===== src/rtl/rot_arbiter_pkg.sv =====
// Shared types and sizes for the two-port rotate arbiter.
package rot_arbiter_pkg;
  localparam int DATA_W = 16;
  localparam int CNT_W  = 4;

  typedef enum logic [1:0] {
    IDLE = 2'b00,
    CALC = 2'b01,
    RESP = 2'b10
  } state_t;

  // Operand captured at grant time; dir lives outside so the right-only build has no unused bits.
  typedef struct packed {
    logic [DATA_W-1:0] data;
    logic [CNT_W-1:0]  cnt;
    logic              id;
  } op_t;
endpackage


===== src/rtl/rot_arbiter_rr_pick2.sv =====
// Two-way round-robin pick: a lone request wins, a tie goes to the port named by prio.
module rr_pick2 (
  input  logic [1:0] req,
  input  logic       prio,
  output logic [1:0] gnt
);
  assign gnt[0] = req[0] & (~req[1] | ~prio);
  assign gnt[1] = req[1] & (~req[0] |  prio);
endmodule


===== src/rtl/rot_arbiter.sv =====
// Two-requester rotate unit: round-robin grant, one rotate per 2 cycles, held response.
// Define ROT_ARBITER_LEFT_EN to honour dirN_i (left rotate); otherwise everything rotates right.
module rot_arbiter
  import rot_arbiter_pkg::*;
(
  input  logic              clk,
  input  logic              rst_n,
  input  logic              req0_i,
  input  logic              req1_i,
  input  logic [DATA_W-1:0] in0_i,
  input  logic [DATA_W-1:0] in1_i,
  input  logic [CNT_W-1:0]  cnt0_i,
  input  logic [CNT_W-1:0]  cnt1_i,
  input  logic              dir0_i,
  input  logic              dir1_i,
  output logic              gnt0_o,
  output logic              gnt1_o,
  output logic              rsp_valid_o,
  output logic [DATA_W-1:0] rsp_data_o,
  output logic              rsp_id_o,
  input  logic              rsp_ready_i
);
  state_t            state, state_nxt;
  logic              prio;
  op_t               op;
  logic [1:0]        req, pick, gnt;
  logic [CNT_W-1:0]  sh;
  logic [DATA_W-1:0] rot;

  assign req = {req1_i, req0_i};

  rr_pick2 u_pick (
    .req  (req),
    .prio (prio),
    .gnt  (pick)
  );

  always_ff @(posedge clk or negedge rst_n) begin
    if (!rst_n) state <= IDLE;
    else        state <= state_nxt;
  end

  // Grants are only legal in IDLE or when the held response is being consumed.
  always_comb begin
    state_nxt = state;
    gnt       = 2'b00;
    case (state)
      IDLE: begin
        gnt = pick;
        if (|req) state_nxt = CALC;
      end
      CALC: state_nxt = RESP;
      RESP: begin
        if (rsp_ready_i) begin
          gnt       = pick;
          state_nxt = (|req) ? CALC : IDLE;
        end
      end
      default: state_nxt = IDLE;
    endcase
    if (!rst_n) gnt = 2'b00;
  end

  assign gnt0_o = gnt[0];
  assign gnt1_o = gnt[1];

  always_ff @(posedge clk or negedge rst_n) begin
    if (!rst_n) begin
      op   <= '0;
      prio <= 1'b0;
    end else if (|gnt) begin
      op.id   <= gnt[1];
      op.data <= gnt[1] ? in1_i  : in0_i;
      op.cnt  <= gnt[1] ? cnt1_i : cnt0_i;
      prio    <= gnt[0];
    end
  end

`ifdef ROT_ARBITER_LEFT_EN
  logic op_dir;

  always_ff @(posedge clk or negedge rst_n) begin
    if (!rst_n)     op_dir <= 1'b0;
    else if (|gnt)  op_dir <= gnt[1] ? dir1_i : dir0_i;
  end

  // Left by c is right by (16-c) mod 16, i.e. the two's complement of c.
  assign sh = op_dir ? (CNT_W'(0) - op.cnt) : op.cnt;
`else
  logic unused_dir;
  assign unused_dir = dir0_i ^ dir1_i;
  assign sh = op.cnt;
`endif

  // Log shifter: stages rotate right by 8/4/2/1.
  always_comb begin
    rot = op.data;
    for (int k = CNT_W-1; k >= 0; k--) begin
      if (sh[k]) rot = (rot >> (1 << k)) | (rot << (DATA_W - (1 << k)));
    end
  end

  always_ff @(posedge clk or negedge rst_n) begin
    if (!rst_n) begin
      rsp_valid_o <= 1'b0;
      rsp_data_o  <= '0;
      rsp_id_o    <= 1'b0;
    end else if (state == CALC) begin
      rsp_valid_o <= 1'b1;
      rsp_data_o  <= rot;
      rsp_id_o    <= op.id;
    end else if (state == RESP && rsp_ready_i) begin
      rsp_valid_o <= 1'b0;
    end
  end
endmodule


===== config.mk =====
export PLATFORM = sky130hd
export DESIGN_NAME = rot_arbiter
export DESIGN_NICKNAME = d
export VERILOG_FILES = /design/src/rtl/rot_arbiter_pkg.sv /design/src/rtl/rot_arbiter_rr_pick2.sv /design/src/rtl/rot_arbiter.sv
export SDC_FILE = /design/constraint.sdc
export NUM_CORES = 1
export LEC_CHECK = 0
export CORE_MARGIN = 4
export CORE_UTILIZATION = 43
export DETAILED_ROUTE_END_ITERATION = 7
export MAX_ROUTING_LAYER = met4
export PLACE_DENSITY = 0.8
export SETUP_SLACK_MARGIN = 0.05
export SLEW_MARGIN = 15
export SYNTH_ARGS = -nofsm -noshare
export SYNTH_HDL_FRONTEND = slang
export SYNTH_HIERARCHICAL = 1
export SYNTH_SLANG_ARGS = --single-unit
export TNS_END_PERCENT = 1

===== constraint.sdc =====
create_clock -name clk -period 1.25 [get_ports clk]
set_input_delay 0.1875 -clock clk [delete_from_list [all_inputs] [get_ports clk]]
set_output_delay 0.1875 -clock clk [all_outputs]
set_load 0.02 [all_outputs]

# Word-level counts from Yosys, hierarchy flattened

Index checks and enable logic that the tools add are counted.

Logic and storage cells: 44
Register bits: 42
Output and inout port bits: 20
Input bits: 47

Reduce and logical (&&, ||, !) cells: 6
Equality and inequality tests: 4
Bitwise operators: 11
Mux-type cells: 15

Operator list:

| operator                                            | number |
|---|---|
| two-way mux 16 bit                                  | 5 |
| OR 12 x 16 -> 16 bit                                | 1 |
| OR 14 x 16 -> 16 bit                                | 1 |
| OR 15 x 16 -> 16 bit                                | 1 |
| OR 8 x 16 -> 16 bit                                 | 1 |
| two-way mux 2 bit                                   | 4 |
| one-hot mux 2 bit (3 select lines)                  | 1 |
| two-way mux 4 bit                                   | 1 |
| != test 2 bit, second input constant                | 2 |
| one-hot mux 2 bit (2 select lines)                  | 1 |
| OR reduction 2 bit                                  | 2 |
| two-way mux 1 bit                                   | 3 |
| inverter 1 bit                                      | 3 |
| bitwise AND 1 bit                                   | 2 |
| equality test 2 x 1 -> 1 bit, second input constant | 1 |
| equality test 2 bit, second input constant          | 1 |
| logical NOT 2 bit                                   | 1 |
| OR 1 bit                                            | 2 |
| AND reduction 2 bit                                 | 1 |
| nonzero test 2 bit                                  | 1 |
| logical AND 1 bit                                   | 1 |

# Longest topological paths before layout

Gate-level depths: netlist (run 1).

Depth after elaboration: 8
Mapped depth: 6
Gate-level depth less buffers: 5

# Modules after synthesis

The synthesis (run 1) kept the hierarchy.

By module, submodules not included:

| module      | cells an instance | area an instance (sq um) | times used | seq. area each (sq um) |
|---|---|---|---|---|
| rot_arbiter | 242               | 2358.5                   | 1          | 1051.0 |
| rr_pick2    | 3                 | 18.8                     | 1          | 0.0 |

# Least setup slack after synthesis (run 1)

OpenSTA, ideal clock, no wires.

Path type: register -> register
From: register op, in the netlist sh[3]
To: register rsp_data_o[5]
Stages on the path, launching flop included: 7
Setup time: 0.142 ns
Setup slack: -0.102 ns
Buffers on the path: 2
Period minus slack after synthesis: 1.352 ns
Data arrival time: 1.210 ns
Path through: dfrtp_1 -> buf_6 -> buf_8 -> mux2i_1 -> a22oi_1 -> nand2_1 -> o221ai_1

Longest elaborated chain between the ends: 7

RTL lines:

| what                 | RTL line           | RTL |
|---|---|---|
| start, declared      | rot_arbiter.sv:25  | `op_t op;` |
| two-way mux 16 bit * | rot_arbiter.sv:99  | `if (sh[k]) rot = (rot >> (1 << k)) \| (rot << (DATA_W - (1 << k)));` |
| OR 12 x 16 -> 16 bit | rot_arbiter.sv:99  |  |
| two-way mux 16 bit * | rot_arbiter.sv:99  |  |
| OR 14 x 16 -> 16 bit | rot_arbiter.sv:99  |  |
| two-way mux 16 bit * | rot_arbiter.sv:99  |  |
| OR 15 x 16 -> 16 bit | rot_arbiter.sv:99  |  |
| two-way mux 16 bit * | rot_arbiter.sv:99  |  |
| end signal, assigned | rot_arbiter.sv:110 | `rsp_data_o <= rot;` |
| end, declared        | rot_arbiter.sv:19  | `output logic [DATA_W-1:0] rsp_data_o,` |

Every way passes the cells marked *; elsewhere a longest branch is shown, timed or not.
A chain may end at the register's enable or synchronous reset.

# Final worst setup path (run 1)

From: register op, in the netlist sh[3]
To: register rsp_data_o[14]

The elaborated chain is that of the path after synthesis.

==> results of run 1 <==
worst register-to-register path, delay by kind of cell, from the launching register on:
family / cells / cell delay [ns]
flops: 1 / 0.46
compound gates: 2 / 0.42
mux: 1 / 0.22
buf+inv: 1 / 0.21
simple gates: 1 / 0.15
metrics by stage:
stage                     worst slack, ns  cells
after floorplan                   -0.0768    245
after global placement             -0.595    379
after detailed placement           -0.622    379
after CTS                          -0.216    387
after global routing               -0.323    390
final                              -0.277    390
cell type report:
| type | count | area (µm²) |
|---|---|---|
| multi-input cells | 178 | 1540 |
| inverters | 5 | 18.8 |
| well taps | 70 | 87.6 |
| clock buffers | 6 | 82.6 |
| clock inverters | 2 | 12.5 |
| repair buffers | 87 | 838 |
| flip-flops and latches | 42 | 1050 |
| fillers | 371 | 1610 |
cells in the final DEF (no fill, tap or decap), types with 9 or more instances in the layout:
cell             synthesis  final
a21oi_1                 22     22
a22oi_1                 32     12
a22oi_2                  0     20
buf_4                    2     14
clkbuf_2                 3     13
clkdlybuf4s50_1          0     41
dfrtp_1                 42     40
mux2i_1                 36     26
mux2i_4                  0      9
nand2_1                 37     30
nor2_1                  21     20
o221ai_2                 0     13
layer usage:
| layer | vias up | wire length (µm) | GRT usage |
|---|---|---|---|
| li1 | 1052 | - | - |
| met1 | 1060 | 2840 | 0.256 |
| met2 | 77 | 3210 | 0.305 |
| met3 | 9 | 334 | 0.0380 |
| met4 | 0 | 82 | 0.0615 |
| met5 | - | 0 | - |
power groups by stage:
stage | Clock [µW] | Combinational (µW) | Sequential (µW)
after global routing | 1030 | 7390 | 2860
after detailed placement | 0 | 5490 | 2680
after CTS | 939 | 5480 | 2680
after global placement | 0 | 5350 | 2640
final | 931 | 6870 | 2780
after floorplan | 0 | 3430 | 2930
sequential cells by signal (all words and copies together) (netlist names):
register     cells
op              17
prio             1
rsp_data_o      16
rsp_id_o         1
rsp_valid_o      1
sh               4
state            2
path summary, 6_finish.rpt:
path / endpoint / slack, ns / start / cells past startpoint
max in group asynchronous: sh[3] / 0.87 / rst_n / 2
min: rsp_id_o / 0.005 / rst_n / 2
max reg2reg: rsp_data_o[14] / -0.28 / sh[3] / 5
min reg2reg: rsp_data_o[8] / 0.49 / rsp_data_o[8] / 2
max: rsp_data_o[14] / -0.28 / sh[3] / 5
min in group clk: state[0] / 0.35 / req0_i / 2
logic make-up after synthesis:
kind of cell | share of synthesized area
compound gates | 0.219
simple gates | 0.118
flops | 0.442
mux | 0.156
buf+inv | 0.0642
repair_timing:
item / in CTS / in global routing
gates resized for setup: 56 / 78
cloned: 0 / 1
setup buffers: 0 / 2
endpoints found under the setup margin: 59 / 59
pin swaps: 23 / 38
==> results.md, run 1 <==
- Clock slew at the register clock pins of the worst setup and hold paths: 0.08 ns
- Die H: a little over 80 µm
- Crit path max fanout: 8
- Boundary pin count: 67
- Buffer cell driving the clock tree root: clkbuf_8
- Detailed-route via count: ~2200
- Residual DRC: 0
- Total CTS buffers: 5
- Minimum hold slack: about 0.0050 ns
- Leftover overflow at the end of global routing: 0
- Internal power: 5710 µW
- CP Class: reg -> reg
- Combined global-route utilization of all metal layers: 0.195
- Fraction of final layout cells with drive strength greater than 1: 0.347
- Worst-case setup margin in the final layout: -0.277 ns
- Share of the synthesized area in the top cell type: 0.442
- Count of mapped cells out of synthesis: 245
- Arrival time of data at the critical path endpoint: roughly 1.7 ns
- Starting density of the core: 0.454
- Final period demand of the worst path: ~1.5 ns
- Setup repair after global routing missed its margin: true
- Proportion of total power due to net switching: 0.460
- Maximum level of the CTS H-tree: 2
- Tightest slew margin relative to the limit: 0.660
- Run status: complete, but fails checks
- Nets@finish: about 370
- Combinational share of power: 0.649
- Nature of the critical path startpoint: flip-flop
- Number of enable-type register cells in the synthesized netlist: 0
- Number of antenna violations at the first check in global routing: 0
- Post-synthesis net count: between 200 and 300
- Most area-consuming cells after synthesis: dfrtp_1, mux2i_1, a22oi_1
- Buffers plus inverters on the worst setup path: 1
- Vias in the first global route: roughly 2100
- Number of max-slew violations in the final report: 0
- Peak ir drop on the vdd network: between 1 and 1.5 mV
- Class of the tightest hold or removal check: in -> async
- Maximum number of pins on one net before global-route repair: 43
- Flops & latches, synth: between 40 and 50
- Sequential Power Share: 0.262
- Number of vias per cell after detailed routing: 5.64
- Count leader, synth: dfrtp_1
- Final routed wirelength across all metal layers: 6460 µm
- Die boundary width: just over 80 µm
- Total iterations of the first detailed-routing run: 4
- Transition time at the pin with the least slew margin: 0.510 ns
- Final Hold Vio Count: 0
- Cell Chain, Critical Path: clkbuf_16 -> mux2i_4 -> a22oi_1 -> nand2_1 -> o221ai_2
- Hold buffers post-CTS: 0
- Average wire per standard cell: ~17 µm
- Total power density per cell area: 2910 nW/µm²
- Most area-hungry cell type in the Yosys netlist: dfrtp_1
- Final setup TNS: -3.73 ns
- Mean cell area of the mapped netlist: approximately 9.7 µm²
- First-iteration detailed-routing DRC count: 160
- CP delay by family, top: flip-flops
- Final clock period utilization by the worst path: 1.22
- Mapped cell area: ~2400 µm²
- Power consumption: between 10000 and 15000 µW
- Final setup skew: 0.00492 ns
- Yosys warns: 6
- Later-pin clock latency in the skew report: between 0.2 and 0.3 ns
- Top cells by count, synth: dfrtp_1, nand2_1, mux2i_1, a22oi_1, a21oi_1
- Asr flop ratio synth: 1.00
- Fraction of power consumed by the clock network: 0.088
- Routability congestion estimate from global placement: around 0.93
- CP required: 1.47 ns
- Sequential-to-total area share from yosys stat: 0.442
- First-pass GRT wire length: 9800 µm
- Total cell area at the placement stage: between 3000 and 4000 µm²
- Finished layout cell area: 3630 µm²
- Diode insertion count for antenna repair: 0
- Maximum clock path buffer count: 2
- Worst-path cell with the longest stage delay: dfrtp_2
- Remaining antenna violation count: 0
- Sort of element at the end of the critical path: flip-flop
- Synth unique cells: 25
- Total clock sinks: 42
- Total setup violations reported at the end of the flow: 31
- Clock tree from TritonCTS: yes
- FP Rows: 26
- Peak clock frequency supported by timing: 655 MHz
- Max-Cap Viols: 0
- Largest stage delay on the critical path: roughly 0.46 ns
- Ys flop type: dfrtp_1
- Violated checks: negative setup slack
- IO buf count: 64
- Core area: ~5200 µm²
- Static leakage power: around 0.0016 µW
- Post-route core utilization: 0.693
- Post-DP HPWL: ~4400 µm
- Synth-to-Final Area Change: 52.7%
- Sw Pwr: 4870 µW
- Area enclosed by the die boundary: just under 7000 µm²
Power figures use the tool's default switching activity.
==> inputs of run 2 (changes only) <==
--- a/config.mk
+++ b/config.mk
@@ -5,6 +5,7 @@
 export SDC_FILE = /design/constraint.sdc
 export NUM_CORES = 1
 export LEC_CHECK = 0
+export CAP_MARGIN = 20
 export CORE_MARGIN = 4
 export CORE_UTILIZATION = 43
 export DETAILED_ROUTE_END_ITERATION = 7
==> results of run 2 <==
No change in the layout: final DEF, timing and power equal those of run 1.
